## config.mk

```make
export PLATFORM = sky130hd
export DESIGN_NAME = activation_pipeline
export DESIGN_NICKNAME = d
export VERILOG_FILES = /design/src/rtl/act_pkg.sv /design/src/rtl/pwl_sigmoid_lane.sv /design/src/rtl/activation_pipeline.sv
export SDC_FILE = /design/constraint.sdc
export NUM_CORES = 2
export LEC_CHECK = 0
export CORE_MARGIN = 2
export CORE_UTILIZATION = 65
export DETAILED_ROUTE_END_ITERATION = 8
export PLACE_DENSITY = 0.91
export SYNTH_ARGS = -nofsm -noshare
export SYNTH_HDL_FRONTEND = slang
export SYNTH_SLANG_ARGS = --single-unit
```

## constraint.sdc

```tcl
create_clock -name clk -period 40.7 [get_ports clk]
set_clock_uncertainty 0.2 [all_clocks]
set_input_delay 12.21 -clock clk [delete_from_list [all_inputs] [get_ports clk]]
set_output_delay 12.21 -clock clk [all_outputs]
set_load 0.02 [all_outputs]
```

## src/rtl/act_pkg.sv

```systemverilog
// Shared definitions for the activation pipeline: mode encodings, PWL sigmoid
// constants as functions of the fraction width, and the SiLU round/saturate step.
package act_pkg;

  typedef enum logic [1:0] {
    ACT_BYPASS  = 2'd0,
    ACT_RELU    = 2'd1,
    ACT_SIGMOID = 2'd2,
    ACT_SILU    = 2'd3
  } act_mode_e;

  // 1.0 in Q.frac
  function automatic int sig_one(input int frac);
    return 1 << frac;
  endfunction

  // Breakpoints on |x|: 5.0, 2.375 (19/8), 1.0
  function automatic int brk_hi(input int frac);
    return 5 << frac;
  endfunction

  function automatic int brk_mid(input int frac);
    return 19 << (frac - 3);
  endfunction

  function automatic int brk_lo(input int frac);
    return 1 << frac;
  endfunction

  // Segment offsets: 0.84375 (27/32), 0.625 (5/8), 0.5
  function automatic int off_hi(input int frac);
    return 27 << (frac - 5);
  endfunction

  function automatic int off_mid(input int frac);
    return 5 << (frac - 3);
  endfunction

  function automatic int off_lo(input int frac);
    return 1 << (frac - 1);
  endfunction

  // Round half up (toward +inf), drop frac bits, clamp to a signed dw-bit range
  function automatic longint round_sat(input longint prod, input int frac, input int dw);
    longint r;
    longint hi;
    longint lo;
    r  = (prod + (longint'(1) <<< (frac - 1))) >>> frac;
    hi = (longint'(1) <<< (dw - 1)) - 1;
    lo = -(longint'(1) <<< (dw - 1));
    if (r > hi) begin
      r = hi;
    end else if (r < lo) begin
      r = lo;
    end
    return r;
  endfunction

endpackage

```

## src/rtl/pwl_sigmoid_lane.sv

```systemverilog
// Combinational single-lane piecewise-linear sigmoid. Takes |x| and the sign of x,
// returns sigmoid(x) as an unsigned Q value in [0, 1.0].
module pwl_sigmoid_lane
  import act_pkg::*;
#(
  parameter int unsigned DW   = 16,
  parameter int unsigned FRAC = 12
) (
  input  logic          neg,
  input  logic [DW-1:0] a,
  output logic [DW-1:0] y
);

  localparam logic [DW-1:0] One    = DW'(sig_one(FRAC));
  localparam logic [DW-1:0] BrkHi  = DW'(brk_hi(FRAC));
  localparam logic [DW-1:0] BrkMid = DW'(brk_mid(FRAC));
  localparam logic [DW-1:0] BrkLo  = DW'(brk_lo(FRAC));
  localparam logic [DW-1:0] OffHi  = DW'(off_hi(FRAC));
  localparam logic [DW-1:0] OffMid = DW'(off_mid(FRAC));
  localparam logic [DW-1:0] OffLo  = DW'(off_lo(FRAC));

  logic [DW-1:0] y_pos;

  // Segment select on |x|, then mirror about 0.5 for negative inputs
  always_comb begin
    y_pos = One;
    if (a >= BrkHi) begin
      y_pos = One;
    end else if (a >= BrkMid) begin
      y_pos = (a >> 5) + OffHi;
    end else if (a >= BrkLo) begin
      y_pos = (a >> 3) + OffMid;
    end else begin
      y_pos = (a >> 2) + OffLo;
    end
    y = neg ? (One - y_pos) : y_pos;
  end

endmodule

```

## src/rtl/activation_pipeline.sv

```systemverilog
// Three-stage, multi-lane activation unit with valid/ready streaming.
// S1: capture beat and |x|; S2: PWL sigmoid; S3: mode mux / SiLU multiply (output reg).
module activation_pipeline
  import act_pkg::*;
#(
  parameter int unsigned DW    = 16,
  parameter int unsigned FRAC  = 12,
  parameter int unsigned LANES = 4
) (
  input  logic                clk,
  input  logic                rst,
  input  logic                in_valid,
  output logic                in_ready,
  input  logic [1:0]          in_mode,
  input  logic [LANES*DW-1:0] in_data,
  output logic                out_valid,
  input  logic                out_ready,
  output logic [LANES*DW-1:0] out_data
);

  typedef logic [LANES-1:0][DW-1:0] lanes_t;

  logic      v1, v2, v3;
  logic      load1, load2, load3;
  act_mode_e mode1, mode2;
  lanes_t    in_lanes, abs_c, x1, a1, sig_c, x2, sig2, y3_d, out_q;

  // Bubble-collapsing advance: a stage loads when empty or when its successor loads
  assign load3    = !v3 || out_ready;
  assign load2    = !v2 || load3;
  assign load1    = !v1 || load2;
  assign in_ready = load1;

  assign in_lanes  = in_data;
  assign out_valid = v3;
  assign out_data  = out_q;

  // Per-lane |x|; the most negative value clamps to the largest positive
  always_comb begin
    abs_c = '0;
    for (int i = 0; i < int'(LANES); i++) begin
      if (!in_lanes[i][DW-1]) begin
        abs_c[i] = in_lanes[i];
      end else if (in_lanes[i] == {1'b1, {(DW-1){1'b0}}}) begin
        abs_c[i] = {1'b0, {(DW-1){1'b1}}};
      end else begin
        abs_c[i] = -in_lanes[i];
      end
    end
  end

  // S1 register: beat data, mode and |x|
  always_ff @(posedge clk or posedge rst) begin
    if (rst) begin
      v1    <= 1'b0;
      mode1 <= ACT_BYPASS;
      x1    <= '0;
      a1    <= '0;
    end else if (load1) begin
      v1 <= in_valid;
      if (in_valid) begin
        mode1 <= act_mode_e'(in_mode);
        x1    <= in_lanes;
        a1    <= abs_c;
      end
    end
  end

  for (genvar g = 0; g < int'(LANES); g++) begin : g_lane
    pwl_sigmoid_lane #(
      .DW  (DW),
      .FRAC(FRAC)
    ) u_pwl (
      .neg(x1[g][DW-1]),
      .a  (a1[g]),
      .y  (sig_c[g])
    );
  end

  // S2 register: sigmoid per lane, with x and mode carried along
  always_ff @(posedge clk or posedge rst) begin
    if (rst) begin
      v2    <= 1'b0;
      mode2 <= ACT_BYPASS;
      x2    <= '0;
      sig2  <= '0;
    end else if (load2) begin
      v2 <= v1;
      if (v1) begin
        mode2 <= mode1;
        x2    <= x1;
        sig2  <= sig_c;
      end
    end
  end

  logic signed [2*DW-1:0] xe, se, prod;

  // S3 next value: mode mux; SiLU is a full-width signed product, rounded and clamped
  always_comb begin
    y3_d = '0;
    xe   = '0;
    se   = '0;
    prod = '0;
    for (int i = 0; i < int'(LANES); i++) begin
      xe   = {{DW{x2[i][DW-1]}}, x2[i]};
      se   = {{DW{1'b0}}, sig2[i]};
      prod = xe * se;
      unique case (mode2)
        ACT_BYPASS:  y3_d[i] = x2[i];
        ACT_RELU:    y3_d[i] = x2[i][DW-1] ? '0 : x2[i];
        ACT_SIGMOID: y3_d[i] = sig2[i];
        ACT_SILU:    y3_d[i] = DW'(round_sat(longint'(prod), FRAC, DW));
        default:     y3_d[i] = x2[i];
      endcase
    end
  end

  // S3 output register; data only changes when a new beat moves in
  always_ff @(posedge clk or posedge rst) begin
    if (rst) begin
      v3    <= 1'b0;
      out_q <= '0;
    end else if (load3) begin
      v3 <= v2;
      if (v2) begin
        out_q <= y3_d;
      end
    end
  end

endmodule

```

==> run metrics <==
area leader, netlist fa_1; final hold violations 0; Vias/cell 6.17; GR Overflow Total 0; top post-synthesis cells by area fa_1 28%, dfrtp_1 15%, ha_1 11%, nand2_1 9.0%, inv_1 6.8%; initial antenna violation count 8; reg-to-reg startpoint sig2[6]$_DFFE_PP0P_; Remaining DRCs 2; worst hold path class reg2reg; Hold Startpoint x1[23]$_DFFE_PP0P_; Synth top area share 27.8%; Clk pin slew, worst setup/hold paths 0.06 ns; # rows 107; grt met1 use 43.2%; post-CTS sizing 0; area delta synth->final 5.35%; post-synthesis sequential area ratio 14.7%; Slew Limit Fails 0; layout cells sized above 1 2.16%; drt initial violations 4253; grt met3 use 7.23%; Slew @ Worst Pin 1.21 ns; CTS root buf clkbuf_16; Fmax 38.4 MHz; Placeable Area 85000 um2; Bufs on Longest Clock Path 3; H-tree Lvls 2; post-synth cell types 100; routability cong. 0.975; # port buffers 135; MaxCap Viol Count 0; Layout Nets 7877; Fin Setup TNS 0 ns; final worst path period share 64.0%; most common cell after layout, fill and taps aside nand2_1; met2 Usage GRT 60.3%; num ports 136; CP startpoint out_ready; final number of setup-violating endpoints 0; die width 296 um; largest net degree at the start of global routing 123; CTS tree yes; Via Count 47600; Routed WL per cell 20.1 um; die area 87900 um2; CTS Sinks 327; Worst Setup Start Kind input pin; DR pass1 iterations 8; Crit Path Category in2out; commonest cells after routing, fill and taps aside 1336 x nand2_1, 1000 x inv_1, 772 x fa_1; relative slew slack 19.0%; number of global-route vias before repair 49800; synthesized area 55600 um2; clk_lat worst skew 0.59 ns; Period minus WS final 26.04 ns; Worst EP arrival 13.63 ns; GRT busiest layer met2; outcome complete, but fails checks; Starting Density 65.4%; Ys Warns 0; Critical Path RT 28.29 ns; RSZ-0062 raised after global routing false; post-route ant nets 0; number of synthesized flops with an enable pin 0; violated checks DRC; total wire length 155 mm; Hold Buf Count CTS 0; CP Capture Type output port; Synth Flop Type dfrtp_1; syn_nets 8048; first-pass GRT wire length 252 mm; share of flip-flops with an asynchronous set or reset 100%; Worst Path Max Fanout 4; Setup Fix Bufs, Post-CTS 0; DP Wirelength 114 mm; syn_area_per_cell 8.29 um2; Die H 296 um; Seq cells post-synth 327; Inserted Clock Buffers 39; Post-Syn Instances 6706; Total GRT Usage 36.1%
[state kept, by name (all words and copies together), names as in the netlist]
signal / flops
se: 16
x1: 64
out_data: 64
mode1: 2
mode2: 2
out_valid: 1
a1: 64
v2: 1
sig2: 48
x2: 64
v1: 1
[critical path, cell delays in order]
cell             delay, ns
clkdlybuf4s50_1       0.42
nor2b_1               0.18
nand3_1               0.22
clkdlybuf4s50_1       0.60
[per-stage QoR]
stage	instance area [um2]	cells	hold slack, ns	utilization (%)	worst slack (ns)
final	58600	7717	0.264	68.9	14.66
after floorplan	55600	6706	0.231	-	15.71
after global placement	57100	7638	0.248	67.2	14.69
after CTS	58500	7709	0.265	68.9	14.67
after detailed placement	57100	7638	0.250	67.2	14.68
after global routing	58600	7716	0.293	68.9	14.63
[worst paths after layout]
check,slack (ns),end,cells past startpoint
setup / recovery,14.66,in_ready,4
hold / removal,0.26,x2[23]$_DFFE_PP0P_,2
hold reg to reg,0.26,x2[23]$_DFFE_PP0P_,2
max in group asynchronous,26.08,x2[49]$_DFFE_PP0P_,4
min in group asynchronous,12.00,x1[16]$_DFFE_PP0P_,2
setup reg to reg,31.27,out_data[0]$_DFFE_PP0P_,23
[routing by layer]
| metal | up-vias | wire length, um |
|---|---|---|
| met4 | 2 | 10800 |
| li1 | 21000 | - |
| met1 | 23200 | 55500 |
| met3 | 764 | 15000 |
| met2 | 2631 | 73800 |
| met5 | - | 11 |
[cells in the mapped netlist (19+ instances only)]
master,number
nand2_1,1339
inv_1,1001
fa_1,772
ha_1,500
and2_1,487
dfrtp_1,327
clkbuf_1,322
o21ai_0,306
nor2_1,226
a21oi_1,194
xnor2_1,154
nand3_1,83
o211ai_1,80
or3_1,72
xor2_1,72
mux2i_1,69
a31oi_1,63
a21o_1,45
nand4_1,45
o21a_1,39
nor3_1,37
nand2b_1,34
a211oi_1,29
and3_1,26
buf_2,25
nor3b_1,19
[kinds of logic after synthesis]
logic type	after synthesis	share of synthesized area, %
AO/OA/AOI/OAI	957	11.0
XOR/XNOR	226	3.56
adder cells (fa/ha/maj)	1272	39.1
buffers and inverters	1369	9.34
flip-flops	327	14.7
multiplexers	72	1.30
AND/OR/NAND/NOR	2483	21.0
[final cells by class]
type	count	area (um2)
Antenna cell	8	20.0
Clock buffer	46	1010
Clock inverter	25	388
Fill cell	6253	26500
Inverter	1002	3770
Multi-Input combinational cell	5010	42300
Sequential cell	327	8190
Tap cell	1144	1430
Timing Repair Buffer	155	1500
Power is not shown: default switching activity piles up to over one toggle a cycle in this logic, so the estimate is an artifact.
